[src/rtl/uart_rx_pkg.sv]
// Shared constants and helpers for the UART receiver front end.
package uart_rx_pkg;

  localparam int unsigned EDGE_W  = 6;
  localparam int unsigned BIT_W   = 4;
  localparam int unsigned PRESC_W = 6;

  localparam logic [PRESC_W-1:0] PRESC_4       = PRESC_W'(4);
  localparam logic [PRESC_W-1:0] PRESC_8       = PRESC_W'(8);
  localparam logic [PRESC_W-1:0] PRESC_16      = PRESC_W'(16);
  localparam logic [PRESC_W-1:0] PRESC_32      = PRESC_W'(32);
  localparam logic [PRESC_W-1:0] PRESC_DEFAULT = PRESC_8;

  function automatic logic presc_legal(input logic [PRESC_W-1:0] p);
    return (p == PRESC_4) || (p == PRESC_8) || (p == PRESC_16) || (p == PRESC_32);
  endfunction

  function automatic logic maj3(input logic a, input logic b, input logic c);
    return (a & b) | (a & c) | (b & c);
  endfunction

endpackage

[src/rtl/uart_rx_edge_bit_cnt.sv]
// Prescale latch, oversample edge counter and saturating frame bit counter.
module uart_rx_edge_bit_cnt #(
  parameter int unsigned EDGE_W  = uart_rx_pkg::EDGE_W,
  parameter int unsigned BIT_W   = uart_rx_pkg::BIT_W,
  parameter int unsigned PRESC_W = uart_rx_pkg::PRESC_W
) (
  input  logic               clk,
  input  logic               rst,
  input  logic               enable_i,
  input  logic [PRESC_W-1:0] prescale_i,
  output logic [PRESC_W-1:0] presc_o,
  output logic [EDGE_W-1:0]  edge_cnt_o,
  output logic [BIT_W-1:0]   bit_cnt_o,
  output logic               prescale_err_o
);
  import uart_rx_pkg::*;

  logic [PRESC_W-1:0] presc_q, presc_d;
  logic [EDGE_W-1:0]  edge_q, edge_d;
  logic [BIT_W-1:0]   bit_q, bit_d;
  logic               err_q, err_d;

  // Prescale only follows the input while idle so a frame keeps one bit period.
  always_comb begin
    presc_d = presc_q;
    err_d   = err_q;
    edge_d  = edge_q;
    bit_d   = bit_q;
    if (!enable_i) begin
      edge_d = '0;
      bit_d  = '0;
      if (presc_legal(prescale_i)) begin
        presc_d = prescale_i;
        err_d   = 1'b0;
      end else begin
        presc_d = PRESC_DEFAULT;
        err_d   = 1'b1;
      end
    end else if (edge_q == EDGE_W'(presc_q - PRESC_W'(1))) begin
      edge_d = '0;
      if (bit_q != {BIT_W{1'b1}}) begin
        bit_d = bit_q + BIT_W'(1);
      end
    end else begin
      edge_d = edge_q + EDGE_W'(1);
    end
  end

  always_ff @(posedge clk or posedge rst) begin
    if (rst) begin
      presc_q <= PRESC_DEFAULT;
      err_q   <= 1'b0;
      edge_q  <= '0;
      bit_q   <= '0;
    end else begin
      presc_q <= presc_d;
      err_q   <= err_d;
      edge_q  <= edge_d;
      bit_q   <= bit_d;
    end
  end

  assign presc_o        = presc_q;
  assign edge_cnt_o     = edge_q;
  assign bit_cnt_o      = bit_q;
  assign prescale_err_o = err_q;

endmodule

[src/rtl/uart_rx_edge_bit_sampler.sv]
// UART RX timing front end: counters plus 3-point mid-bit majority sampler.
// Define UART_RX_SYNC_EN to insert a 2-flop synchroniser on RX_IN.
module uart_rx_edge_bit_sampler #(
  parameter int unsigned EDGE_W  = uart_rx_pkg::EDGE_W,
  parameter int unsigned BIT_W   = uart_rx_pkg::BIT_W,
  parameter int unsigned PRESC_W = uart_rx_pkg::PRESC_W
) (
  input  logic               clk,
  input  logic               rst,
  input  logic               RX_IN,
  input  logic               enable,
  input  logic               dat_samp_en,
  input  logic [PRESC_W-1:0] prescale,
  output logic [EDGE_W-1:0]  edge_cnt,
  output logic [BIT_W-1:0]   bit_cnt,
  output logic               sampled_bit,
  output logic               samp_valid,
  output logic               prescale_err
);
  import uart_rx_pkg::*;

  logic [PRESC_W-1:0] presc;
  logic [EDGE_W-1:0]  half;
  logic               rx_s;
  logic               s0_q, s0_d;
  logic               s1_q, s1_d;
  logic               bit_q, bit_d;
  logic               valid_q, valid_d;

  uart_rx_edge_bit_cnt #(
    .EDGE_W (EDGE_W),
    .BIT_W  (BIT_W),
    .PRESC_W(PRESC_W)
  ) u_cnt (
    .clk           (clk),
    .rst           (rst),
    .enable_i      (enable),
    .prescale_i    (prescale),
    .presc_o       (presc),
    .edge_cnt_o    (edge_cnt),
    .bit_cnt_o     (bit_cnt),
    .prescale_err_o(prescale_err)
  );

`ifdef UART_RX_SYNC_EN
  logic sync1_q, sync2_q;

  always_ff @(posedge clk or posedge rst) begin
    if (rst) begin
      sync1_q <= 1'b1;
      sync2_q <= 1'b1;
    end else begin
      sync1_q <= RX_IN;
      sync2_q <= sync1_q;
    end
  end

  assign rx_s = sync2_q;
`else
  assign rx_s = RX_IN;
`endif

  assign half = EDGE_W'(presc >> 1);

  // Samples at half-1 and half; vote on the third at half+1.
  always_comb begin
    s0_d    = s0_q;
    s1_d    = s1_q;
    bit_d   = bit_q;
    valid_d = 1'b0;
    if (enable && dat_samp_en) begin
      if (edge_cnt == half - EDGE_W'(1)) begin
        s0_d = rx_s;
      end
      if (edge_cnt == half) begin
        s1_d = rx_s;
      end
      if (edge_cnt == half + EDGE_W'(1)) begin
        bit_d   = maj3(s0_q, s1_q, rx_s);
        valid_d = 1'b1;
      end
    end
  end

  always_ff @(posedge clk or posedge rst) begin
    if (rst) begin
      s0_q    <= 1'b0;
      s1_q    <= 1'b0;
      bit_q   <= 1'b1;
      valid_q <= 1'b0;
    end else begin
      s0_q    <= s0_d;
      s1_q    <= s1_d;
      bit_q   <= bit_d;
      valid_q <= valid_d;
    end
  end

  assign sampled_bit = bit_q;
  assign samp_valid  = valid_q;

endmodule
[config.mk]
export PLATFORM = sky130hd
export DESIGN_NAME = uart_rx_edge_bit_sampler
export DESIGN_NICKNAME = d
export VERILOG_FILES = /design/src/rtl/uart_rx_pkg.sv /design/src/rtl/uart_rx_edge_bit_cnt.sv /design/src/rtl/uart_rx_edge_bit_sampler.sv
export SDC_FILE = /design/constraint.sdc
export NUM_CORES = 1
export LEC_CHECK = 0
export ABC_AREA = 0
export ABC_CLOCK_PERIOD_IN_PS = 2800
export BUFFER_PORTS_ARGS = -buffer_cell sky130_fd_sc_hd__buf_4
export CAP_MARGIN = 20
export CORE_MARGIN = 10
export CORE_UTILIZATION = 50
export DETAILED_ROUTE_END_ITERATION = 8
export PLACE_DENSITY_LB_ADDON = 0.08
export SYNTH_ARGS = -nofsm -noshare
export SYNTH_HDL_FRONTEND = slang
export SYNTH_SLANG_ARGS = --single-unit
[constraint.sdc]
create_clock -name clk -period 2.8 [get_ports clk]
set_clock_uncertainty 0.05 [all_clocks]
set_input_delay 0.28 -clock clk [delete_from_list [all_inputs] [get_ports clk]]
set_output_delay 0.28 -clock clk [all_outputs]
set_load 0.01 [all_outputs]
---- Word-level counts from Yosys, hierarchy flattened ----
Cells that the tools add are included.
word-level totals
  bits in read-only memories .............. 0
  word-level logic and storage cells ...... 46
  output and inout port bits .............. 13
  bits in writable memories ............... 0
  bits in latches ......................... 0
  input bits .............................. 11
  register bits ........................... 21
  memories kept ........................... 0
operators by class
  multiplexer cells ....................... 9
  shift-type cells ........................ 0
  order comparisons ....................... 0
  div/mod/pow operators ................... 0
  add/subtract/negate cells ............... 5
  bitwise operators ....................... 5
  reduce and logical (&&, ||, !) cells .... 8
  eq/ne operators ......................... 11
  multipliers ............................. 0
operators by type and width
  operator                                                                count
  6-bit equality test                                                     3
  6-bit two-way mux                                                       3
  4-bit two-way mux                                                       3
  2-bit AND reduction                                                     4
  5-bit by 1-bit adder with 6-bit output (second input constant)          1
  6-bit by 1-bit adder with 6-bit output (second input constant)          1
  6-bit by 3-bit equality test with 1-bit output (second input constant)  1
  6-bit by 4-bit equality test with 1-bit output (second input constant)  1
  6-bit by 5-bit equality test with 1-bit output                          1
  6-bit by 5-bit equality test with 1-bit output (second input constant)  1
  6-bit equality test (second input constant)                             1
  5-bit by 1-bit subtractor with 6-bit output (second input constant)     1
  6-bit by 1-bit subtractor with 6-bit output (second input constant)     1
  4-bit by 1-bit adder with 4-bit output (second input constant)          1
  2-bit by 1-bit != test with 1-bit output (second input constant)        2
  4-bit != test (second input constant)                                   1
  1-bit AND                                                               3
  1-bit logical OR                                                        3
  1-bit two-way mux                                                       3
  1-bit bitwise OR                                                        2
  1-bit logical AND                                                       1

---- Depth between registers and ports, before layout ----
  depth in word-level cells ............... 5
  depth in mapped cells ................... 8
  mapped depth without buffers ............ 7

---- By module ----
Synthesis repeated with hierarchy kept, for this count alone.
unflattened totals
  cells, all modules ...................... 143
  area total of the unflattened synthesis .. 1,416.4 µm²
modules (own cells, without submodules)
  module                    area an instance (µm²)  instances  seq. area each (µm²)  cells each
  uart_rx_edge_bit_cnt      958.4                   1          426.7                 90
  uart_rx_edge_bit_sampler  457.9                   1          101.3                 53

---- Worst setup path after synthesis ----
Ideal clock, no wire load.
  kind .................................... register to register
  from .................................... register u_cnt.presc_q[2] (netlist: u_cnt.presc_o[2])
  to ...................................... register s0_q
  required time ........................... 2.625 ns
  arrival ................................. 2.039 ns
  clock period less this slack ............ 2.214 ns
  path buffers ............................ 1
  cell stages (with the launch flop) ...... 8
  library setup time ...................... 0.125 ns
  setup slack ............................. 0.586 ns
  cell sequence ........................... dfrtp_1 clkbuf_1 inv_1 ha_1 xnor2_1 or3b_1 a2111oi_2 mux2_2
between the ends
  longest elaborated chain between the ends .. 3
RTL lines
  element                                      line                            source
  start: declaration                           uart_rx_edge_bit_cnt.sv:18      logic [PRESC_W-1:0] presc_q, presc_d;
  start signal: assignment                     uart_rx_edge_bit_cnt.sv:56      presc_q <= presc_d;
  5-bit by 1-bit subtractor with 6-bit output  uart_rx_edge_bit_sampler.sv:72  if (edge_cnt == half - EDGE_W'(1)) begin
  6-bit equality test                          uart_rx_edge_bit_sampler.sv:72
  2-bit AND reduction (no source line)         --
  end signal: assignment                       uart_rx_edge_bit_sampler.sv:87  s0_q <= 1'b0;
  end signal: assignment                       uart_rx_edge_bit_sampler.sv:92  s0_q <= s0_d;
  end: declaration                             uart_rx_edge_bit_sampler.sv:25  logic s0_q, s0_d;
No other way between the ends.
A chain may end at the register's enable or synchronous reset.

---- Worst setup path after layout ----
Ends and elaborated chain as after synthesis.

==> metrics.md <==
| Metric | Value |
|---|---|
| RR Startpoint | `u_cnt.presc_o[2]$_DFFE_PP0N_` |
| Ports | `24` |
| Sw Pwr | `0.000165 W` |
| Layout Nets | `184` |
| H-tree depth | `1` |
| R2R cell count | `6` |
| Post-route ant nets | `0` |
| Sw Ratio | `27.6%` |
| Synthesized cell area | `0.00147 sq mm` |
| Pre-CTS WS | `0.473 ns` |
| EDFF count, synth | `0` |
| CP required | `2.95 ns` |
| Logic pwr share | `17.9%` |
| Setup crit end | `s0_q$_DFFE_PP0P_` |
| Status | `complete, no violations` |
| Vias in the first global route | `1138` |
| CP Class | `flip-flop to flip-flop` |
| Crit path launch type | `flip-flop` |
| Cell area power density | `361 mW/mm^2` |
| Synth Instances | `147` |
| Ranking of synthesized cells by area | `dfrtp_1 (32%), xor2_1 (7.2%), xnor2_1 (6.6%)` |
| Minimum clock period | `2.33 ns` |
| WL/cell | `16.1 um` |
| Ys async rst share | `100%` |
| Sequential Area | `528 sq um` |
| Initial DRC count | `72` |
| Netlist cell types | `48` |
| Die Ht | `74.1 um` |
| Synth Register Bits | `21` |
| Total wire length | `3180 um` |
| Most frequent cells in the layout | `buf_4 (23), dfrtp_1 (19), xor2_1 (12)` |
| Core Rows | `19` |
| Initial Util | `52.7%` |
| Critical Path Source | `u_cnt.presc_o[2]$_DFFE_PP0N_` |
| Commonest non-fill, non-tap cell in the layout | `buf_4` |
| ANT cells | `0` |
| Largest net degree at the start of global routing | `26` |
| Multi-input gate area | `866 sq um` |
| CTS clk-pin slew, worst paths | `0.12 ns` |
| Clk sinks | `21` |
| Synth Warn # | `0` |
| First-pass GRT wire length | `5560 um` |
| DRC viols | `0` |
| Internal Dissipation | `0.000434 W` |
| Cells after DPL | `193` |
| Seq pwr share | `57.3%` |
| Critical path endpoint category | `flip-flop` |
| Min-delay worst type | `input port to async pin` |
| Post-CTS Setup Bufs | `0` |
| Die area | `0.00550 sq mm` |
| Placer Congestion | `0.818` |
| Synthesized net count | `164` |
| CP arrival | `2.49 ns` |
| RSZ-0062 raised after global routing | `no` |
| DIE WIDTH | `74.1 um` |
| F_max | `0.428 GHz` |
| Hold Slack | `0.0639 ns` |
| Crit-path max FO | `10` |
| Layout area overhead | `13.2%` |
| Leak | `0.784 nW` |
| Clock tree from TritonCTS | `done` |
| Share of layout cells above drive strength 1 | `22.9%` |
| Setup ws final | `0.466 ns` |
| Max Slew Vio Count | `0` |
| Cell Count, Final, Fillers Out | `197` |
| Layout fillers | `257` |
| CTS root buffer | `clkbuf_4` |
| Clock Tree Buf Depth | `2` |
| Overall Global Routing Usage | `12.8%` |
| Slew margin rel. | `46.6%` |
| Post-DP Area | `0.00163 sq mm` |
| Post-CTS Hold Fix Bufs | `0` |
| Post-DR vias/cell | `5.79` |
| Register area share after synthesis | `36.0%` |
| Placeable Area | `0.00278 sq mm` |
| Initial antenna violation count | `0` |
| Final instance area | `0.00166 sq mm` |
| Total CTS buffers | `3` |
| Tightest Pin Transition | `0.800 ns` |
| Port bufs | `23` |
| Worst reg2reg path endpoint | `s0_q$_DFFE_PP0P_` |
| Largest area contributor in the synthesized netlist | `dfrtp_1` |
| Tcrit/Tclk final | `83.3%` |
| GRT overflow | `0` |
| Post-cts sizing count | `0` |
| Finish-stage setup viols | `0` |
| Mean Syn Cell Area | `9.97 sq um` |
| Total vias in the final route | `1140` |
| Top FF cell, synth | `dfrtp_1` |
| Worst R2R Setup Slack | `0.47 ns` |
| Synth top area share | `32.5%` |
| Initial DRT Pass Iterations | `4` |
| Fin Setup TNS | `0 ns` |
| Worst-Skew Late Latency | `0.30 ns` |
| Final hold vios | `0` |
| VDD IR max | `0.000390 V` |
| Max-cap viol count | `0` |
| Clock power share | `24.8%` |
| Placed wire-length estimate | `2410 um` |
==> cell families (layout without fill, tap and decap cells) <==
kind of cell / count (synthesis) / after routing / synth area share (%)
buffers and inverters: 15 / 34 / 4.87
AO/OA/AOI/OAI: 22 / 22 / 13.7
AND/OR/NAND/NOR: 53 / 53 / 21.2
flip-flops: 21 / 21 / 36.0
XOR/XNOR: 23 / 23 / 13.7
adder cells (fa/ha/maj): 7 / 7 / 5.81
multiplexers: 6 / 6 / 4.70
==> critical path: stages, from the launching register on <==
cell and delay (ns):
dfrtp_1 0.54, inv_1 0.13, ha_1 0.31, xnor2_1 0.15, or3b_1 0.37, a2111oi_2 0.30, mux2_2 0.38
==> cells in the mapped netlist (4+ instances only) <==
master    count
dfrtp_1      19
xor2_1       12
xnor2_1      11
nand2_1      10
inv_1         7
nand3_1       7
ha_1          6
and3_1        5
o21ai_0       5
nand2b_1      4
nand4_1       4
nor2_1        4
==> per-stage QoR <==
step,total power [W],util [%]
2_1_floorplan,0.000419,-
3_3_place_gp,0.000454,58.7
3_5_place_dp,0.000459,58.7
4_1_cts,0.000613,59.6
5_1_grt,0.000639,59.6
6_report,0.000599,59.6
==> worst min-delay path by stage <==
stage / start / endpoint / slack (ns) / cells past startpoint
2_1_floorplan: rst / s0_q$_DFFE_PP0P_ / 0.21 / 1
3_3_place_gp: rst / u_cnt.prescale_err_o$_DFFE_PP0N_ / 0.42 / 2
3_5_place_dp: rst / u_cnt.prescale_err_o$_DFFE_PP0N_ / 0.44 / 2
4_1_cts: rst / u_cnt.edge_cnt_o[3]$_DFF_PP0_ / 0.09 / 2
5_1_grt: rst / u_cnt.edge_cnt_o[3]$_DFF_PP0_ / 0.12 / 2
6_report: rst / u_cnt.prescale_err_o$_DFFE_PP0N_ / 0.06 / 2
==> power by group through the flow <==
| stage | sequential [W] | clock (W) | combinational [W] |
|---|---|---|---|
| final | 0.000344 | 0.000149 | 0.000107 |
| after CTS | 0.000344 | 0.000159 | 0.000109 |
| after floorplan | 0.000343 | 0 | 0.0000766 |
| after global placement | 0.000348 | 0 | 0.000106 |
| after detailed placement | 0.000350 | 0 | 0.000109 |
| after global routing | 0.000348 | 0.000172 | 0.000120 |
==> layout make-up <==
type | count | area share (%)
sequential | 21 | 31.8
timing repair buffer | 23 | 10.4
tap | 31 | 2.34
multi-input combinational | 111 | 52.2
inverter | 7 | 1.58
clock buffer | 4 | 1.58
==> sequential cells by signal, summed over array words and instances, names as in the netlist <==
signal and count:
u_cnt.edge_cnt_o 6, sampled_bit 1, s1_q 1, u_cnt.bit_cnt_o 4, u_cnt.presc_o 6, samp_valid 1, u_cnt.prescale_err_o 1, s0_q 1
==> metal layers <==
layer	up-vias	GRT usage [%]	routed length [um]
li1	561	-	-
met1	558	17.8	1510
met2	19	18.9	1520
met3	2	2.53	135
met4	0	4.76	16
met5	-	0	0
No activity file was read; power rests on OpenSTA's default activity.
